$ cat src/rtl/issue_arbiter.sv
// Issue-stage arbiter: grants int/mem/mult/div queues so that their results never
// collide on the single CDB, using a forward-looking reservation vector and a divider busy counter.
module issue_arbiter #(
    parameter int MULT_LAT = 4,
    parameter int DIV_LAT  = 7
) (
    input  logic               clk,
    input  logic               rst,
    input  logic               ready_int,
    input  logic               ready_mem,
    input  logic               ready_mult,
    input  logic               ready_div,
    output logic               issue_int,
    output logic               issue_mem,
    output logic               issue_mult,
    output logic               issue_div,
    output logic [DIV_LAT-2:0] cdb_resv,
    output logic               div_busy
);

    localparam int RW = DIV_LAT - 1;
    localparam int CW = $clog2(DIV_LAT);

    logic [RW-1:0] resv, resv_next;
    logic [CW-1:0] div_cnt, div_cnt_next;
    logic          rr_mem, rr_mem_next;
    logic          slot_free;

    always_comb begin
        slot_free = ~resv[0];
        // Grants are gated by rst so nothing leaves the block while reset is held.
        issue_int  = rst & slot_free & ready_int & (~ready_mem | ~rr_mem);
        issue_mem  = rst & slot_free & ready_mem & (~ready_int |  rr_mem);
        issue_mult = rst & ready_mult & ~resv[MULT_LAT-1];
        issue_div  = rst & ready_div  & (div_cnt == '0);

        resv_next = {1'b0, resv[RW-1:1]};
        resv_next[MULT_LAT-2] = resv_next[MULT_LAT-2] | issue_mult;
        resv_next[DIV_LAT-2]  = resv_next[DIV_LAT-2]  | issue_div;

        div_cnt_next = div_cnt;
        if (issue_div)
            div_cnt_next = CW'(DIV_LAT - 1);
        else if (div_cnt != '0)
            div_cnt_next = div_cnt - 1'b1;

        rr_mem_next = rr_mem;
        if (issue_int)
            rr_mem_next = 1'b1;
        else if (issue_mem)
            rr_mem_next = 1'b0;
    end

    always_ff @(posedge clk or negedge rst) begin
        if (!rst) begin
            resv    <= '0;
            div_cnt <= '0;
            rr_mem  <= 1'b0;
        end else begin
            resv    <= resv_next;
            div_cnt <= div_cnt_next;
            rr_mem  <= rr_mem_next;
        end
    end

    assign cdb_resv = resv;
    assign div_busy = (div_cnt != '0);

endmodule
$ cat config.mk
export PLATFORM = sky130hd
export DESIGN_NAME = issue_arbiter
export DESIGN_NICKNAME = d
export VERILOG_FILES = /design/src/rtl/issue_arbiter.sv
export SDC_FILE = /design/constraint.sdc
export NUM_CORES = 1
export LEC_CHECK = 0
export ABC_CLOCK_PERIOD_IN_PS = 1500
export CAP_MARGIN = 20
export CELL_PAD_IN_SITES_DETAIL_PLACEMENT = 1
export CELL_PAD_IN_SITES_GLOBAL_PLACEMENT = 1
export CORE_MARGIN = 2
export CORE_UTILIZATION = 31
export DETAILED_ROUTE_END_ITERATION = 8
export HOLD_SLACK_MARGIN = 0.06
export PLACE_DENSITY_LB_ADDON = 0.1
export SLEW_MARGIN = 20
export SYNTH_ARGS = -nofsm -noshare
export SYNTH_HDL_FRONTEND = slang
export SYNTH_SLANG_ARGS = --single-unit
$ cat constraint.sdc
create_clock -name clk -period 1.5 [get_ports clk]
set_input_delay 0.225 -clock clk [delete_from_list [all_inputs] [get_ports clk]]
set_output_delay 0.225 -clock clk [all_outputs]
set_load 0.005 [all_outputs]
After elaboration in Yosys (flattened, before gate mapping)
Index checks and enable logic that the tools add are counted.

Bits in registers: 10. Bits in latches: 0. RAM bits: 0. Memory bits (read-only): 0. Output and inout bits: 11. Memories: 0.

Add/sub/neg operators: 1. $mul: 0. Div/mod/pow operators: 0. Magnitude comparators: 0. Eq/ne operators: 0. Shift operators: 0. Multiplexer cells: 4. Bitwise operators: 17. Reductions and logical operators: 4.

Operator list (count): bitwise AND 1 bit (9); 2-to-1 mux 3 bit (2); NOT 1 bit (5); nonzero test 2 bit (2); logical NOT 3 bit (1); bitwise OR 1 bit (3); nonzero test 3 bit (1); subtractor 3 x 1 -> 3 bit, second input constant (1); 2-to-1 mux 1 bit (2).

Longest topological paths before layout
Gate-level depths: netlist (run 1).

Depth after elaboration: 6. Depth in mapped cells: 4.

Worst setup path after synthesis (run 1)
No wires, ideal clock.

Path kind: register -> register. From: register div_cnt[0]. To: register div_cnt[0]. Arrival: 1.096 ns. Data required time: 1.375 ns. Path slack: 0.280 ns. Stages on the path, launching flop included: 5. Buffers on the path: 0. Period minus slack after synthesis: 1.220 ns. Path through: dfrtp_1 > inv_1 > ha_1 > nor2b_4 > mux2_2.

Cells in the longest elaborated chain, start to end: 3. Elaborated cells on any way between the ends: 7.

Ends and longest elaborated chain: start, declared (RTL line 25) `logic [CW-1:0] div_cnt, div_cnt_next;`; start signal, assigned (RTL line 61) `div_cnt <= div_cnt_next;`; subtractor 3 x 1 -> 3 bit / logical NOT 3 bit (equally long branches) (RTL line 45, 35); 2-to-1 mux 3 bit / bitwise AND 1 bit (equally long branches) (RTL line 44, 35); 2-to-1 mux 3 bit / nonzero test 2 bit (equally long branches).

Parallel ways exist; a longest one is shown, timed or not. The select of a mux whose other input is x is not followed. A chain may end at the register's enable or synchronous reset.

Final worst setup path (run 1)
From: register div_cnt[1]. To: output port issue_div.

Cells in the longest elaborated chain, start to end: 2.

Ends and longest elaborated chain: logical NOT 3 bit (RTL line 35) `issue_div = rst & ready_div & (div_cnt == '0);`; bitwise AND 1 bit (RTL line 35); end, declared (RTL line 16) `output logic issue_div,`.

Every way passes these cells.

==> summary.md, run 1 <==
| Metric | Value |
|---|---|
| CTS tree | `done` |
| Yosys top cell by area | `dfrtp_1` |
| Non-filler instance count after layout | `between 80 and 90` |
| Dpl cells | `72` |
| Crit-path max FO | `2` |
| Count leader, synth | `dfrtp_1` |
| Total global-route track usage | `0.150` |
| Core Region | `around 1300 µm²` |
| Die Y | `42.2 µm` |
| Syn_nets | `46` |
| Die area | `1780 µm²` |
| Dpl ws | `-0.313 ns` |
| Gpl congestion | `just under 0.7` |
| Peak supply drop | `between 0.8 and 0.9 mV` |
| Worst R2R Start | `div_cnt[0]$_DFFE_PN0P_` |
| Async SR Flop Fraction | `1.00` |
| Via/cell ratio | `about 4.7` |
| Synthesized area | `around 450 µm²` |
| Root Driver | `clkbuf_4` |
| Cells after synthesis | `38` |
| Reg2reg path depth | `7` |
| EDFF count, synth | `0` |
| DRT iter0 DRCs | `2` |
| Max Clock Skew | `approximately 0.0055 ns` |
| # rows | `13` |
| Synth area leaders | `dfrtp_1, buf_4, ha_1` |
| Worst slew pin tran | `just under 0.2 ns` |
| First-pass GRT wire length | `1920 µm` |
| CP Capture Type | `output port` |
| Final setup viols | `1` |
| Storage cell area | `between 200 and 300 µm²` |
| Setup slack after layout | `-0.0487 ns` |
| Die X-Extent | `roughly 42 µm` |
| Data required time at the worst endpoint | `1.27 ns` |
| Overall power | `between 0.001 and 0.0015 W` |
| Initial antenna violation count | `0` |
| Crit path DAT | `about 1.3 ns` |
| Slowest CP cell | `dfrtp_1` |
| Multi-input logic area | `~180 µm²` |
| # Max-Cap Violations | `0` |
| CTS sink count | `10` |
| R2R Setup Slk | `0 ns` |
| # diodes | `0` |
| DRC | `0` |
| DR vias | `387` |
| Clock-pin slew on the worst setup and hold paths | `approximately 0.070 ns` |
| Crit Path Category | `register to output port` |
| RSZ-0062 raised after global routing | `true` |
| Synth cell count leaders | `dfrtp_1, a21oi_1, buf_4, inv_1` |
| Flops & latches, synth | `10` |
| Max Clk Rate | `0.646 GHz` |
| Crit path launch type | `register` |
| Pwr/cell area | `around 1600 nW/µm²` |
| CTS Buf Count | `3` |
| Synth top area share | `0.552` |
| Leak Pwr | `between 0.3 and 0.4 nW` |
| Synthesis Warnings | `0` |
| CTS H-tree depth | `1` |
| Pin count of the biggest net entering global routing | `7` |
| Family with the most delay on the worst path | `flip-flops` |
| Tmin final | `roughly 1.5 ns` |
| Clock Latency Late Sink | `0.27 ns` |
| Vias in the first global route | `410` |
| Critical-path cell list | `inv_2, ha_4, nor2b_4, and3_4, buf_6` |
| Sequential area share after synthesis | `0.552` |
| Layout cells sized above 1 | `0.471` |
| Min-Delay Path Class | `input pin to asynchronous set/reset pin` |
| Primary FF master, synth | `dfrtp_1` |
| Initial Util | `0.340` |
| Yosys cell types | `18` |
| Drt pass-1 iters | `2` |
| Layout area overhead | `69.6%` |
| Endpoints failing hold | `0` |
| Final count of pins violating max slew | `0` |
| Levels on crit path | `5` |
| Worst path max stage delay | `about 0.4 ns` |
| Clock Tree Buf Depth | `2` |
| Routed Antenna Nets | `0` |
| Total gr overflow | `0` |
| FILL cells | `150` |
| WL/cell | `14.6 µm` |
| WP buf/inv | `2` |
| Routed WL | `between 1000 and 1500 µm` |
| Final Cycle Share | `1.03` |
| Nets@finish | `77` |
| Max-slew headroom | `0.869` |
| HPWL Detailed | `about 810 µm` |
| R2r endpoint | `div_cnt[2]$_DFFE_PN0P_` |
| Syn avg cell area | `11.9 µm²` |
| Io pins | `17` |
| Run status | `finished, violations left` |
| Port Buffers | `16` |
| Failing checks | `negative setup slack` |
state kept, by name, indices dropped and copies added (netlist names):
| name | flops |
|---|---|
| rr_mem | 1 |
| div_cnt | 3 |
| cdb_resv | 6 |
layer usage:
metal,share of wire,vias up,track usage
met5,0,-,0
met4,0.0091,0,0.0938
met1,0.41,188,0.169
met3,0.045,2,0.0431
li1,-,183,-
met2,0.53,14,0.246
worst reg2reg max path, stage by stage (launching register included):
cell     delay (ns)
dfrtp_1        0.36
inv_2          0.06
buf_4          0.13
buf_4          0.12
buf_4          0.12
ha_2           0.18
nor3b_1        0.13
a311o_1        0.27
cells in the final DEF (no fill, tap or decap), drive strengths merged:
cell / synthesis / layout
a21boi: 1 / 1
a21oi: 4 / 4
a311o: 1 / 1
and3: 1 / 1
and4b: 1 / 1
buf: 4 / 16
clkbuf: 0 / 6
clkdlybuf4s50: 0 / 11
dfrtp: 10 / 10
dlygate4sd2: 0 / 1
ha: 2 / 2
inv: 4 / 4
mux2: 1 / 1
mux2i: 1 / 1
nand2: 1 / 1
nand2b: 1 / 1
nand3b: 2 / 2
nor2: 1 / 1
nor2b: 2 / 2
nor3b: 1 / 1
per-stage QoR:
| step | hold WS [ns] | area, µm² | TNS (ns) | util |
|---|---|---|---|---|
| finish | 0.339 | 768 | -0.0487 | 0.576 |
| global route | 0.334 | 768 | -0.219 | 0.576 |
| CTS | 0.328 | 757 | -0.119 | 0.568 |
| detailed placement | 0.366 | 654 | -1.28 | 0.491 |
| global placement | 0.356 | 654 | -1.14 | 0.491 |
| floorplan | -0.0706 | 453 | 0 | - |
cell type report:
type | instances | area share
inverters | 4 | 0.0195
multi-input cells | 20 | 0.239
flip-flops and latches | 10 | 0.326
well taps | 15 | 0.0244
clock buffers | 4 | 0.0472
repair buffers | 30 | 0.344
power breakdown:
part	switching, W	internal [W]	total, W	leakage (nW)
sequential	0.0000572	0.000343	0.000401	0.126
combinational	0.000217	0.000368	0.000585	0.220
clock	0.0000988	0.000148	0.000246	0.0210
worst max-delay path by stage:
stage / to / startpoint
after floorplan: div_cnt[0]$_DFFE_PN0P_ / div_cnt[0]$_DFFE_PN0P_
after global placement: issue_int / rst
after detailed placement: issue_int / rst
after CTS: div_busy / div_cnt[1]$_DFFE_PN0P_
after global routing: issue_div / div_cnt[1]$_DFFE_PN0P_
final: issue_div / div_cnt[1]$_DFFE_PN0P_
repair_timing:
item,4_1_cts,5_1_grt
hold buffers,0,0
buffers inserted,6,2
endpoints found under the setup margin,5,5
resized for setup,22,7
pin swaps,3,2
endpoints found under the hold margin,0,0
logic make-up (layout without fill, tap and decap cells):
group / after synthesis / after routing / share of synthesized area
muxes: 2 / 2 / 0.0470
and+or+nand+nor: 10 / 10 / 0.163
buffers and inverters: 8 / 38 / 0.0994
AOI/OAI and AO/OA: 6 / 6 / 0.0829
DFF: 10 / 10 / 0.552
adders and majority gates: 2 / 2 / 0.0552
No activity file was read; power rests on OpenSTA's default activity.
==> inputs of run 2 (changes only) <==
--- a/config.mk
+++ b/config.mk
@@ -5,7 +5,7 @@
 export SDC_FILE = /design/constraint.sdc
 export NUM_CORES = 1
 export LEC_CHECK = 0
-export ABC_CLOCK_PERIOD_IN_PS = 1500
+export ABC_CLOCK_PERIOD_IN_PS = 1600
 export CAP_MARGIN = 20
 export CELL_PAD_IN_SITES_DETAIL_PLACEMENT = 1
 export CELL_PAD_IN_SITES_GLOBAL_PLACEMENT = 1
==> constraint.sdc (replaced) <==
create_clock -name clk -period 1.6 [get_ports clk]
set_input_delay 0.24 -clock clk [delete_from_list [all_inputs] [get_ports clk]]
set_output_delay 0.24 -clock clk [all_outputs]
set_load 0.005 [all_outputs]
==> summary.md, run 2 (synthesized netlist as in run 1, its figures left out) <==
| Metric | Value |
|---|---|
| Run status | `finished clean (was finished, violations left)` |
| Comb pwr share | `0.466 (was 0.475)` |
| Most common cell after layout, fill and taps aside | `clkdlybuf4s50_1 (was buf_4)` |
| FILL cells | `149 (was 150)` |
| Worst hold margin | `0.250 ns (was 0.339 ns)` |
| Worst slew pin tran | `0.193 ns (was 0.195 ns)` |
| Sw frac | `0.298 (was 0.303)` |
| Clock share of power | `0.202 (was 0.200)` |
| CTS Buf Count | `3 (unchanged)` |
| # Max-Cap Violations | `0 (unchanged)` |
| Data required time at the worst endpoint | `1.36 ns (was 1.27 ns)` |
| Root Driver | `clkbuf_4 (unchanged)` |
| Routed wl met3 | `59 µm (was 55 µm)` |
| DR vias | `376 (was 387)` |
| Peak supply drop | `0.768 mV (was 0.845 mV)` |
| # diodes | `0 (unchanged)` |
| Setup_tns | `0 ns (was -0.0487 ns)` |
| DRC | `0 (unchanged)` |
| CTS sink count | `10 (unchanged)` |
| Crit path DAT | `1.32 ns (about the same)` |
| Port Buffers | `16 (unchanged)` |
| Core Region | `1330 µm² (unchanged)` |
| Die X-Extent | `42.2 µm (unchanged)` |
| # rows | `13 (unchanged)` |
| CP Capture Type | `output port (unchanged)` |
| Via/cell ratio | `4.64 (was 4.66)` |
| Crit-path max FO | `10 (was 2)` |
| Vias in the first global route | `394 (was 410)` |
| Clock-pin slew on the worst setup and hold paths | `0.07 ns (about the same)` |
| Routed Antenna Nets | `0 (unchanged)` |
| Drt pass-1 iters | `4 (was 2)` |
| CTS H-tree depth | `1 (unchanged)` |
| Nets@finish | `75 (was 77)` |
| Endpoints failing hold | `0 (unchanged)` |
| Met1 WL | `487 µm (was 501 µm)` |
| Clock Tree Buf Depth | `2 (unchanged)` |
| Die Y | `42.2 µm (unchanged)` |
| Crit path launch type | `input pin (was register)` |
| Dpl cells | `72 (unchanged)` |
| Most frequent cells in the layout | `clkdlybuf4s50_1, dfrtp_1, buf_4 (was buf_4, clkdlybuf4s50_1, dfrtp_1)` |
| Io pins | `17 (unchanged)` |
| CTS tree | `done (unchanged)` |
| Internal cell power | `0.000788 W (was 0.000859 W)` |
| Number of flip-flops in the largest register | `6 (unchanged)` |
| Total global-route track usage | `0.143 (was 0.150)` |
| Pwr/cell area | `1500 nW/µm² (was 1600 nW/µm²)` |
| Pin count of the biggest net entering global routing | `11 (was 7)` |
| WL/cell | `13.9 µm (was 14.6 µm)` |
| Total gr overflow | `0 (unchanged)` |
| DRT iter0 DRCs | `3 (was 2)` |
| Tmin final | `around 1.6 ns` |
| CTS Hold Bufs | `0 (unchanged)` |
| First-pass GRT wire length | `1840 µm (was 1920 µm)` |
| Clock Latency Late Sink | `0.27 ns (about the same)` |
| Min-Delay Path Class | `input pin to asynchronous set/reset pin (unchanged)` |
| Final count of pins violating max slew | `0 (unchanged)` |
| Max Clock Skew | `0.00639 ns (was 0.00553 ns)` |
| Routed WL | `1120 µm (was 1210 µm)` |
| Final setup viols | `0 (was 1)` |
| Initial Util | `0.340 (unchanged)` |
| Crit Path Category | `input pin to output port (was register to output port)` |
| DR top layer | `met3 (was met4)` |
| Leak Pwr | `0.359 nW (was 0.367 nW)` |
| Part of the power in registers | `0.332 (was 0.325)` |
| Die area | `1780 µm² (unchanged)` |
| Layout area overhead | `65.2% (was 69.6%)` |
| Non-filler instance count after layout | `81 (was 83)` |
| RSZ-0062 raised after global routing | `true (unchanged)` |
| Initial antenna violation count | `0 (unchanged)` |
| HPWL Detailed | `808 µm (unchanged)` |
| Gpl congestion | `0.675 (was 0.676)` |
| Final Cycle Share | `0.977` |
| Layout cells sized above 1 | `0.409 (was 0.471)` |
| Max-slew headroom | `0.870 (was 0.869)` |
| Max Clk Rate | `around 0.64 GHz` |
| Switching pwr | `0.000334 W (was 0.000373 W)` |
| Met2 routed WL | `577 µm (was 644 µm)` |
==> run 2: cell count changes in the layout (fill, tap and decap cells not counted), sizes merged <==
| cell | change |
|---|---|
| buf | -2 |
| clkbuf | -1 |
| dlygate4sd2 | +1 |
==> run 2: worst max-delay path, cell delays in order <==
cell,delay (ns)
clkdlybuf4s50_1,0.47
buf_6,0.14
nand3b_1,0.12
a21oi_2,0.11
dlygate4sd2_1,0.24
==> run 2: timing repair <==
action,in CTS,in global routing
setup buffers,3,2
pin swaps,2,1
gates cloned,0,0
setup endpoints to repair,5,3
gates resized for setup,18,5
==> run 2: area by class of cell <==
type | count | area, µm² | share of cell area
sequential | 10 | 250 | 0.334
timing repair buffer | 28 | 246 | 0.329
multi-input combinational | 20 | 181 | 0.242
clock buffer | 4 | 36.3 | 0.0485
tap | 15 | 18.8 | 0.0251
inverter | 4 | 15.0 | 0.0201
==> run 2: per-layer routing <==
metal,global-route usage,up-vias
met2,0.228,12
li1,-,180
met3,0.0431,0
met4,0.0938,0
met5,0,-
met1,0.163,184
==> run 2: power groups by stage <==
| stage | clock network (W) | registers (W) | logic [W] |
|---|---|---|---|
| final | 0.000227 | 0.000372 | 0.000523 |
| after global routing | 0.000257 | 0.000382 | 0.000581 |
| after CTS | 0.000237 | 0.000372 | 0.000482 |
| after detailed placement | 0 | 0.000374 | 0.000398 |
| after global placement | 0 | 0.000366 | 0.000369 |
| after floorplan | 0 | 0.000362 | 0.000209 |
==> run 2: path summary, 6_finish.rpt <==
kind / start / to / slack [ns] / cells past startpoint
min: rst / cdb_resv[1]$_DFF_PN0_ / 0.25 / 2
min in group clk: cdb_resv[5]$_DFF_PN0_ / cdb_resv[4]$_DFF_PN0_ / 0.38 / 0
max in group asynchronous: rst / div_cnt[1]$_DFFE_PN0P_ / 1.08 / 3
max: rst / issue_int / 0.04 / 5
min reg2reg: cdb_resv[5]$_DFF_PN0_ / cdb_resv[4]$_DFF_PN0_ / 0.38 / 0
max reg2reg: div_cnt[0]$_DFFE_PN0P_ / div_cnt[2]$_DFFE_PN0P_ / 0.06 / 7
==> run 2: per-stage QoR <==
step           worst slack (ns)   util  instance area (µm²)  power (W)
2_1_floorplan             0.380      -                  453   0.000570
3_3_place_gp             -0.206  0.491                  654   0.000736
3_5_place_dp             -0.243  0.491                  654   0.000772
4_1_cts                  0.0257  0.542                  723    0.00109
5_1_grt                 -0.0211  0.561                  748    0.00122
6_report                 0.0362  0.561                  748    0.00112
